## src/rtl/riscv_pkg.sv

```systemverilog
// -----------------------------------------------------------------------------
// riscv_pkg
// Shared definitions for the RISC-V core front end.
//   OPC_LSB / OPC_MSB / OPC_WIDTH : position and width of the opcode field
//   OPCODE_HALT                   : opcode that stops instruction fetch
//   fetch_state_t                 : fetch-stage state (RUN / HALT)
//   is_halt_opcode()              : decodes the halt opcode from an opcode field
// -----------------------------------------------------------------------------
package riscv_pkg;

    localparam int OPC_LSB   = 0;
    localparam int OPC_MSB   = 6;
    localparam int OPC_WIDTH = OPC_MSB - OPC_LSB + 1;

    localparam logic [OPC_WIDTH-1:0] OPCODE_HALT = 7'b1111111;

    typedef enum logic [0:0] {
        RUN  = 1'b0,
        HALT = 1'b1
    } fetch_state_t;

    // True when the opcode field is the halt opcode.
    function automatic logic is_halt_opcode(input logic [OPC_WIDTH-1:0] opcode);
        return (opcode == OPCODE_HALT);
    endfunction

endpackage

```

## src/rtl/instruction_fetch.sv

```systemverilog
// -----------------------------------------------------------------------------
// instruction_fetch
// Instruction-fetch stage: holds the PC, drives the program-memory address,
// captures the returned word into the IF/ID register, and handles decode
// stall, branch redirect with flush, and halt detection.
//
// Ports
//   clk            in   clock, rising edge
//   rst_n          in   asynchronous active-low reset
//   stall          in   decode cannot accept; PC and IF/ID hold
//   branch_taken   in   redirect request (single-cycle pulse), beats stall
//   branch_target  in   redirect word address
//   add            out  program-memory address (the PC register itself)
//   instruction    in   program-memory read data for add
//   if_id_instr    out  registered instruction to decode
//   if_id_pc       out  address if_id_instr was fetched from
//   if_id_valid    out  if_id_instr is live
//   halted         out  fetch stopped on the halt opcode
//   fetch_count    out  saturating count of words captured with valid=1
// -----------------------------------------------------------------------------
module instruction_fetch
    import riscv_pkg::*;
#(
    parameter int ADD_WIDTH = 8,
    parameter int WIDTH     = 32,
    parameter int CNT_WIDTH = 16
) (
    input  logic                 clk,
    input  logic                 rst_n,
    input  logic                 stall,
    input  logic                 branch_taken,
    input  logic [ADD_WIDTH-1:0] branch_target,
    output logic [ADD_WIDTH-1:0] add,
    input  logic [WIDTH-1:0]     instruction,
    output logic [WIDTH-1:0]     if_id_instr,
    output logic [ADD_WIDTH-1:0] if_id_pc,
    output logic                 if_id_valid,
    output logic                 halted,
    output logic [CNT_WIDTH-1:0] fetch_count
);

    fetch_state_t         state_r;
    logic [ADD_WIDTH-1:0] pc_r;
    logic [WIDTH-1:0]     instr_r;
    logic [ADD_WIDTH-1:0] ipc_r;
    logic                 valid_r;
    logic                 halted_r;
    logic [CNT_WIDTH-1:0] cnt_r;

    logic                 halt_word_s;
    logic [ADD_WIDTH-1:0] pc_seq_s;
    logic [CNT_WIDTH-1:0] cnt_next_s;

    // Halt detection on the word currently returned by program memory.
    assign halt_word_s = is_halt_opcode(instruction[OPC_MSB:OPC_LSB]);

    // Sequential next PC; wraps modulo 2^ADD_WIDTH. A future predictor would
    // replace this term at the next-PC mux below.
    assign pc_seq_s = pc_r + ADD_WIDTH'(1);

    // Saturating increment of the fetch counter.
    always_comb begin
        cnt_next_s = cnt_r;
        if (cnt_r == {CNT_WIDTH{1'b1}}) begin
            cnt_next_s = cnt_r;
        end else begin
            cnt_next_s = cnt_r + CNT_WIDTH'(1);
        end
    end

    // Fetch FSM and IF/ID register: redirect beats stall beats normal fetch.
    always_ff @(posedge clk or negedge rst_n) begin
        if (!rst_n) begin
            state_r  <= RUN;
            pc_r     <= {ADD_WIDTH{1'b0}};
            instr_r  <= {WIDTH{1'b0}};
            ipc_r    <= {ADD_WIDTH{1'b0}};
            valid_r  <= 1'b0;
            halted_r <= 1'b0;
            cnt_r    <= {CNT_WIDTH{1'b0}};
        end else if (branch_taken) begin
            // Redirect flushes IF/ID and cancels any halt, even one arriving now.
            pc_r     <= branch_target;
            valid_r  <= 1'b0;
            state_r  <= RUN;
            halted_r <= 1'b0;
        end else if (stall) begin
            pc_r     <= pc_r;
            valid_r  <= valid_r;
        end else begin
            case (state_r)
                RUN: begin
                    instr_r <= instruction;
                    ipc_r   <= pc_r;
                    valid_r <= 1'b1;
                    cnt_r   <= cnt_next_s;
                    if (halt_word_s) begin
                        // Halt word still goes to decode; PC parks on it.
                        state_r  <= HALT;
                        halted_r <= 1'b1;
                    end else begin
                        pc_r <= pc_seq_s;
                    end
                end
                HALT: begin
                    valid_r <= 1'b0;
                end
                default: begin
                    state_r <= RUN;
                    valid_r <= 1'b0;
                end
            endcase
        end
    end

    assign add         = pc_r;
    assign if_id_instr = instr_r;
    assign if_id_pc    = ipc_r;
    assign if_id_valid = valid_r;
    assign halted      = halted_r;
    assign fetch_count = cnt_r;

endmodule

```

## config.mk

```make
export PLATFORM = sky130hd
export DESIGN_NAME = instruction_fetch
export DESIGN_NICKNAME = d
export VERILOG_FILES = /design/src/rtl/riscv_pkg.sv /design/src/rtl/instruction_fetch.sv
export SDC_FILE = /design/constraint.sdc
export NUM_CORES = 1
export LEC_CHECK = 0
export BUFFER_PORTS_ARGS = -buffer_cell sky130_fd_sc_hd__buf_4
export CORE_ASPECT_RATIO = 2
export CORE_MARGIN = 2
export CORE_UTILIZATION = 30
export CTS_BUF_LIST = sky130_fd_sc_hd__clkbuf_16
export DETAILED_ROUTE_END_ITERATION = 16
export GPL_ROUTABILITY_DRIVEN = 0
export HOLD_SLACK_MARGIN = 0.1
export PLACE_DENSITY_LB_ADDON = 0.3
export SLEW_MARGIN = 15
export SYNTH_ARGS = -nofsm -noshare
export SYNTH_HDL_FRONTEND = slang
export SYNTH_SLANG_ARGS = --single-unit
export TNS_END_PERCENT = 1
```

## constraint.sdc

```tcl
create_clock -name clk -period 3.35 [get_ports clk]
set_clock_uncertainty 0.2 [all_clocks]
set_input_delay 0.335 -clock clk [delete_from_list [all_inputs] [get_ports clk]]
set_output_delay 0.335 -clock clk [all_outputs]
set_load 0.1 [all_outputs]
```

### Word level (Yosys, flattened, before mapping)

Index checks and enable logic that the tools add are counted.

* register bits: 67
* bits in latches: 0
* memory bits (writable): 0
* memory bits (read-only): 0
* logic and storage cells: 38
* memories kept: 0

* add/sub/neg operators: 2
* $mul: 0
* div/mod/pow operators: 0
* magnitude comparators: 0
* eq/ne operators: 5
* shift-type cells: 0
* multiplexer cells: 15
* bitwise logic cells: 4
* reductions and logical operators: 5

Operators by type and width (number)
* $mux W8: 4
* $add A16 B1 Y16 const B: 1
* $eq A16 B16 Y1 const B: 1
* $mux W1: 10
* $reduce_and A3 Y1: 3
* $add A8 B1 Y8 const B: 1
* $eq A7 B7 Y1 const B: 1
* $ne A2 B2 Y1 const B: 2
* $not A1 Y1: 4
* $reduce_and A4 Y1: 1
* $ne A2 B1 Y1 const B: 1
* $pmux W1 S2: 1
* $reduce_bool A2 Y1: 1

### Logic depth before layout (Yosys ltp)

Gate-level depths: netlist (run 1).

* depth after elaboration: 5
* depth in mapped cells: 5
* gate-level depth less buffers: 5

### Worst setup path after synthesis (run 1)

No wires, ideal clock.

* path type: flip-flop to flip-flop
* from: reg cnt_r[4], in the netlist fetch_count[4]
* to: reg cnt_r[1], in the netlist fetch_count[1]
* setup time: 128 ps
* arrival: 2145 ps
* path slack: 877 ps
* stages on the path, launching flop included: 5
* path buffers: 0
* period minus slack after synthesis: 2473 ps
* cells stage by stage: dfrtp_1 > nand4_2 > nor4_2 > nor3_1 > mux2_1

* word-level cells in the longest chain between the ends: 3

RTL lines
* from (decl): line instruction_fetch.sv:48 `logic [CNT_WIDTH-1:0] cnt_r;`
* from (signal assigned): line instruction_fetch.sv:80 `cnt_r <= {CNT_WIDTH{1'b0}};`
* from (signal assigned): line instruction_fetch.sv:96 `cnt_r <= cnt_next_s;`
* $eq A16 B16 Y1: line instruction_fetch.sv:64 `if (cnt_r == {CNT_WIDTH{1'b1}}) begin`
* $not A1 Y1 (no line)
* $reduce_and A4 Y1 (no line)

No other way between the ends.
A chain may end at the register's enable or synchronous reset.

### Worst setup path after layout (run 1)

* from: in instruction[4]
* to: reg pc_r[7], in the netlist add[7]

* word-level cells in the longest chain between the ends: 3

RTL lines
* from (decl): line instruction_fetch.sv:34 `input logic [WIDTH-1:0] instruction,`
* $eq A7 B7 Y1: line riscv_pkg.sv:24 `return (opcode == OPCODE_HALT);`
* $ne A2 B2 Y1 (no line)
* $reduce_and A3 Y1 (no line)
* to (signal assigned): line instruction_fetch.sv:75 `pc_r <= {ADD_WIDTH{1'b0}};`
* to (signal assigned): line instruction_fetch.sv:83 `pc_r <= branch_target;`
* to (signal assigned): line instruction_fetch.sv:88 `pc_r <= pc_r;`
* to (decl): line instruction_fetch.sv:43 `logic [ADD_WIDTH-1:0] pc_r;`

No other way between the ends.

==> results of run 1 <==
-- metrics by stage --
stage               hold slack (ps)  area (sq um)  cells
floorplan                      -161          2900    224
global placement                292          3820    431
detailed placement              297          3820    431
CTS                             179          4510    489
global route                    196          4510    489
finish                          192          4510    489
-- tightest hold or removal path, stage by stage --
cell and delay (ps):
buf_4 140, nand2b_1 60, and3_1 140
-- timing repair --
action,in CTS,in global routing
hold buffers,43,0
hold endpoints to repair,109,0
buffers inserted,0,0
-- Yosys cell counts, types with 2 or more instances --
library cell / number
nor2_1: 11
nor3_1: 5
and3_1: 4
xnor2_1: 3
nand3_1: 8
a31oi_1: 2
xor2_1: 13
mux2_1: 3
buf_2: 4
o211ai_1: 3
o21a_1: 2
clkbuf_1: 2
dfrtp_1: 67
inv_1: 2
a311oi_1: 2
o2111ai_1: 2
and2_1: 2
nand2_1: 14
and4_1: 2
o21ai_0: 6
ha_1: 2
mux2_2: 42
nand4_1: 7
or2_1: 2
-- sequential cells by signal (all words and copies together), names as in the netlist --
name and cells:
if_id_valid 1, fetch_count 16, state_r 1, if_id_instr 32, add 8, halted 1, if_id_pc 8
-- routing by layer --
| metal | wire length, microns | vias up | GRT usage |
|---|---|---|---|
| li1 | - | 1120 | - |
| met1 | 2750 | 1172 | 0.167 |
| met2 | 4150 | 79 | 0.260 |
| met3 | 337 | 13 | 0.0332 |
| met4 | 162 | 0 | 0.0708 |
| met5 | 0 | - | 0 |
-- worst max-delay path by stage --
| stage | start | end | cells after the start |
|---|---|---|---|
| 6_report | instruction[4] | add[7]$_DFFE_PN0P_ | 6 |
| 5_1_grt | instruction[4] | add[7]$_DFFE_PN0P_ | 6 |
| 4_1_cts | instruction[4] | add[7]$_DFFE_PN0P_ | 6 |
| 3_5_place_dp | instruction[5] | add[7]$_DFFE_PN0P_ | 5 |
| 3_3_place_gp | fetch_count[4]$_DFFE_PN0P_ | fetch_count[1]$_DFFE_PN0P_ | 4 |
| 2_1_floorplan | fetch_count[4]$_DFFE_PN0P_ | fetch_count[1]$_DFFE_PN0P_ | 4 |
-- layout make-up --
type | count | area, sq um | area share
flip-flops and latches | 67 | 1680 | 0.372
repair buffers | 153 | 1260 | 0.279
multi-input cells | 148 | 1180 | 0.263
clock buffers | 9 | 225 | 0.0500
well taps | 104 | 130 | 0.0289
clock inverters | 6 | 26.3 | 0.00583
inverters | 2 | 7.51 | 0.00167
-- logic make-up after synthesis --
group / count (synthesis) / synth area share
compound gates: 19 / 0.0440
xor+xnor: 16 / 0.0483
fa+ha+maj: 2 / 0.00862
buf+inv: 9 / 0.0160
flops: 67 / 0.578
mux: 46 / 0.178
simple gates: 65 / 0.127
-- power by group --
part / total (mW) / switching [mW] / leakage [nW] / internal (mW)
registers: 1.08 / 0.125 / 0.817 / 0.952
clock network: 0.803 / 0.319 / 0.135 / 0.483
logic: 1.60 / 1.24 / 1.17 / 0.368
==> summary.md, run 1 <==
| Metric | Value |
|---|---|
| Outcome | finished, final reports clean |
| Hold Path Cell Cnt | 3 |
| # setup viols final | 0 |
| Layout cells sized above 1 | 0.439 |
| Fin. Hold Viols | 0 |
| Critical-path cell list | dlygate4sd3_1 > buf_4 > nand4_1 > o2111ai_1 > or4_1 > a31oi_1 |
| Final min period | ~2200 ps |
| Crit start category | input port |
| RSZ-0062 raised after global routing | false |
| Final WL | approximately 7400 microns |
| Clock Latency Late Sink | around 320 ps |
| Seq/Total Area, Yosys | 0.578 |
| Initial Utilization | 0.309 |
| Mapped cell area | a little under 3000 sq um |
| Achievable Freq | 446 MHz |
| Worst path required time | about 3400 ps |
| Worst-margin pin slew | just under 900 ps |
| Total grt overflow | 0 |
| Worst rel slew slack | 0.420 |
| Crit path max-delay family | simple AND/OR/NAND/NOR gates |
| WHS Endpoint | state_r$_DFFE_PN0P_ |
| Die width | approximately 74 microns |
| Kind of critical path | in2reg |
| VDD IR max | 0.415 mV |
| EDFF count, synth | 0 |
| Synth Flop Type | dfrtp_1 |
| Area of the core | ~9400 sq um |
| Cell taking the most area after synthesis | dfrtp_1 |
| Slowest-stage cell, CP | dlygate4sd3_1 |
| Router iterations before antenna repair | 4 |
| Synthesized net count | 270 |
| Post-route setup slack | around 1100 ps |
| Arrival time worst endpoint | 2280 ps |
| CTS tree | yes |
| Synth area leaders | dfrtp_1 58%, mux2_2 16%, xor2_1 3.9%, nand2_1 1.8%, nand4_1 1.5% |
| Fillers | 870 |
| Post-cts sizing count | 0 |
| Leak | 2.12 nW |
| Clock Tree Buf Depth | 2 |
| Nets | 427 |
| CTS root buffer | clkbuf_16 |
| Ys Warns | 0 |
| Hold WC Path Type | in2reg |
| DR iter-0 viols | 88 |
| Post-layout util | 0.480 |
| Num CTS Buffers | 9 |
| R2R cell count | 4 |
| Vias per Instance | ~4.9 |
| Total track usage | 0.149 |
| R2R Setup Slk | between 1000 and 1500 ps |
| CTS clk-pin slew, worst paths | 50 ps |
| R2R Path End | fetch_count[1]$_DFFE_PN0P_ |
| Number of diodes | 0 |
| Setup tns final | 0 ps |
| Period Utilization, post-route | 0.669 |
| IO Count | 110 |
| First-pass GRT wire length | between 10,000 and 15,000 microns |
| Ys async rst share | 1.00 |
| Hold Startpoint | stall |
| Area delta synth->final | 55.3% |
| Die H | approximately 140 microns |
| H-tree depth | 3 |
| Yosys reg bits | 67 |
| Pwr Total | about 3.5 mW |
| Worst setup EP type | flip-flop |
| Power Dens Cells | a little under 800 nW/um^2 |
| Synthesized instance count | between 200 and 250 |
| Most common cell after layout, fill and taps aside | buf_4 |
| Max stage delay on crit path | between 500 and 600 ps |
| Vias in the first global route | approximately 2,500 |
| Die area | about 11,000 sq um |
| Post-DP HPWL | 5110 microns |
| WP buf/inv | 2 |
| Routed Antenna Nets | 0 |
| Share of the synthesized area in the top cell type | 0.578 |
| Number of port buffers | roughly 110 |
| Max Cap Viol | 0 |
| Max-slew violation count | 0 |
| Initial antenna violation count | 0 |
| Worst slack at placement | approximately 1400 ps |
| Most frequent cells in the layout | 110 x buf_4, 67 x dfrtp_1, 43 x dlygate4sd3_1 |
| Sink Count | 67 |
| Placement Rows | 50 |
| Avg WL per Cell | ~15 microns |
| Largest net degree at the start of global routing | 68 |
| Yosys cell types | 38 |
| DRC errors left | 0 |
| Vias | 2,384 |
| FF-to-FF Start | fetch_count[4]$_DFFE_PN0P_ |
| Avg Cell Area, Syn | between 10 and 15 sq um |
| CP Max Fanout | 7 |
No activity file was read; power rests on OpenSTA's default activity.
==> run 2, diff against run 1 <==
Clock period 3.35 ns to 2 ns, I/O delays scaled along.
==> run 2 against run 1 <==
- non-clock buffer count grew 9
- worst hold slack got worse by 23 ps
- largest power group unchanged
- global-route usage up 0.59 points
- worst setup slack lost 1100 ps
- largest cell class unchanged
- wire length rose by 5.6%
- highest routed layer unchanged
==> summary.md, run 2 (same netlist as run 1, synthesis figures left out) <==
| Metric | Value |
|---|---|
| Outcome | finished, final reports clean |
| Clock Tree Buf Depth | 2 (unchanged) |
| Initial antenna violation count | 0 (unchanged) |
| Kind of critical path | in2reg |
| H-tree depth | 3 (unchanged) |
| Nets | 436 (+2.1%) |
| Gate power share | 0.442 (-0.018) |
| Worst Setup EP | add[7]$_DFFE_PN0P_ |
| Fin Hold WS | 169 ps (-22.7 ps) |
| Total track usage | 0.155 (+0.00593) |
| R2R cell count | 4 (unchanged) |
| Vias in the first global route | 2,542 (+2.3%) |
| Initial Utilization | 0.309 (unchanged) |
| Critical-path cell list | dlygate4sd3_1 > buf_4 > nand4_1 > o2111ai_2 > or4_1 > a31oi_1 |
| Clock share of power | 0.260 (+0.030) |
| Max FFs per register | 32 (unchanged) |
| Max-slew violation count | 0 (unchanged) |
| Period Utilization, post-route | 0.974 |
| Vias | 2,438 (+2.3%) |
| Arrival time worst endpoint | 1990 ps (-290 ps) |
| Num CTS Buffers | 9 (unchanged) |
| Sw frac | 0.460 (-0.0225) |
| CTS tree | yes |
| Sink Count | 67 (unchanged) |
| Worst rel slew slack | 0.682 (+0.263) |
| Int Power | 3.33 mW (+84%) |
| Final min period | between 1500 and 2000 ps |
| DRC errors left | 0 (unchanged) |
| Register share of total power | 0.297 (-0.012) |
| Crit start category | input port |
| Worst-margin pin slew | 476 ps (-394 ps) |
| Achievable Freq | roughly 510 MHz |
| Avg WL per Cell | 15.7 microns (+3.5%) |
| Router iterations before antenna repair | 4 (unchanged) |
| Sw power | 2.83 mW (+69%) |
| RSZ-0062 raised after global routing | true |
| CTS clk-pin slew, worst paths | 50 ps (about the same) |
| Hold WC Path Type | in2async |
| CP Max Fanout | 4 (-3) |
| Largest net degree at the start of global routing | 42 (-38%) |
| Max stage delay on crit path | 540 ps (about the same) |
| Layout cells sized above 1 | 0.501 (+0.0623) |
| Post-DP Area | 3930 sq um (+2.8%) |
| Die H | 143 microns (unchanged) |
| Number of diodes | 0 (unchanged) |
| Worst setup EP type | flip-flop |
| Total grt overflow | 0 (unchanged) |
| DR iter-0 viols | 98 (+11%) |
| Post-DP HPWL | 5420 microns (+6.1%) |
| Max Cap Viol | 0 (unchanged) |
| CTS root buffer | clkbuf_16 |
| First-pass GRT wire length | 12,200 microns (+2.0%) |
| Most frequent cells in the layout | 114 x buf_4, 46 x dfrtp_1, 46 x dlygate4sd3_1 |
| R2R Path End | fetch_count[13]$_DFFE_PN0P_ |
| Slowest-stage cell, CP | dlygate4sd3_1 |
| FF-to-FF Start | state_r$_DFFE_PN0P_ |
| Vias per Instance | 4.89 (+0.22%) |
| Area of the core | 9380 sq um (unchanged) |
| # setup viols final | 0 (unchanged) |
| VDD IR max | 0.657 mV (+58%) |
| Power Dens Cells | 1310 nW/um^2 (+69%) |
| R2R Setup Slk | 100 ps (-1270 ps) |
| Most common cell after layout, fill and taps aside | buf_4 |
| Placement Rows | 50 (unchanged) |
| Worst path required time | 2040 ps (-1350 ps) |
| Routed Antenna Nets | 0 (unchanged) |
| Finished Cell Area | 4710 sq um (+4.5%) |
| Final WL | 7810 microns (+5.6%) |
| Fin. Hold Viols | 0 (unchanged) |
| Die width | 73.5 microns (unchanged) |
| Area delta synth->final | 62.3% |
| Die area | 10,500 sq um (unchanged) |
| Number of port buffers | 109 (unchanged) |
| Crit path launch | instruction[5] |
| Clock Latency Late Sink | 330 ps (about the same) |
| IO Count | 110 (unchanged) |
| Leak | 2.17 nW (+2.2%) |
[run 2: layout make-up]
cell class	instances	area (sq um)
flip-flops and latches	67	1710
clock buffers	9	225
well taps	104	130
clock inverters	7	78.8
multi-input cells	148	1200
inverters	2	7.51
fillers	857	4670
repair buffers	162	1360
[run 2: routing by layer]
layer / part of all wire / global-route usage / up-vias
met5: 0 / 0 / -
met4: 0.032 / 0.0938 / 0
met3: 0.047 / 0.0360 / 20
met2: 0.56 / 0.278 / 88
met1: 0.36 / 0.156 / 1190
li1: - / - / 1140
[run 2: critical path: cells and delay by family]
kind            cells  cell delay, ps
buf+inv             2             680
compound gates      2             400
simple gates        2             700
[run 2: timing repair]
item / CTS / global route
hold buffers: 46 / 0
hold endpoints to repair: 111 / 0
setup endpoints to repair: 0 / 6
buffers inserted: 0 / 0
resized for setup: 0 / 4
[run 2: metrics by stage]
stage	total power [mW]	cells	utilization	TNS (ps)	setup slack [ps]
CTS	6.23	499	0.500	0	8.77
detailed placement	4.51	437	0.419	0	85.3
floorplan	3.87	224	-	-162	-83.9
global route	6.38	499	0.502	-39.5	-33.4
global placement	4.49	437	0.419	0	161
finish	6.16	499	0.502	0	52.6
[run 2: worst min path at each step]
stage                     start                    endpoint  slack [ps]  depth (start not counted)
after floorplan           rst_n          add[0]$_DFFE_PN0P_        -300                          0
after CTS                 rst_n  fetch_count[3]$_DFFE_PN0P_         180                          2
after detailed placement  rst_n  fetch_count[4]$_DFFE_PN0P_          -6                          1
after global routing      stall          add[5]$_DFFE_PN0P_         200                          5
final                     rst_n  fetch_count[3]$_DFFE_PN0P_         170                          2
after global placement    rst_n  fetch_count[4]$_DFFE_PN0P_          -2                          1
[run 2: power groups by stage]
stage / combinational (mW) / sequential [mW] / clock (mW)
after floorplan: 0.321 / 3.55 / 0
after global placement: 2.65 / 1.84 / 0
after detailed placement: 2.66 / 1.85 / 0
after CTS: 2.74 / 1.83 / 1.66
after global routing: 2.82 / 1.87 / 1.70
final: 2.72 / 1.83 / 1.60
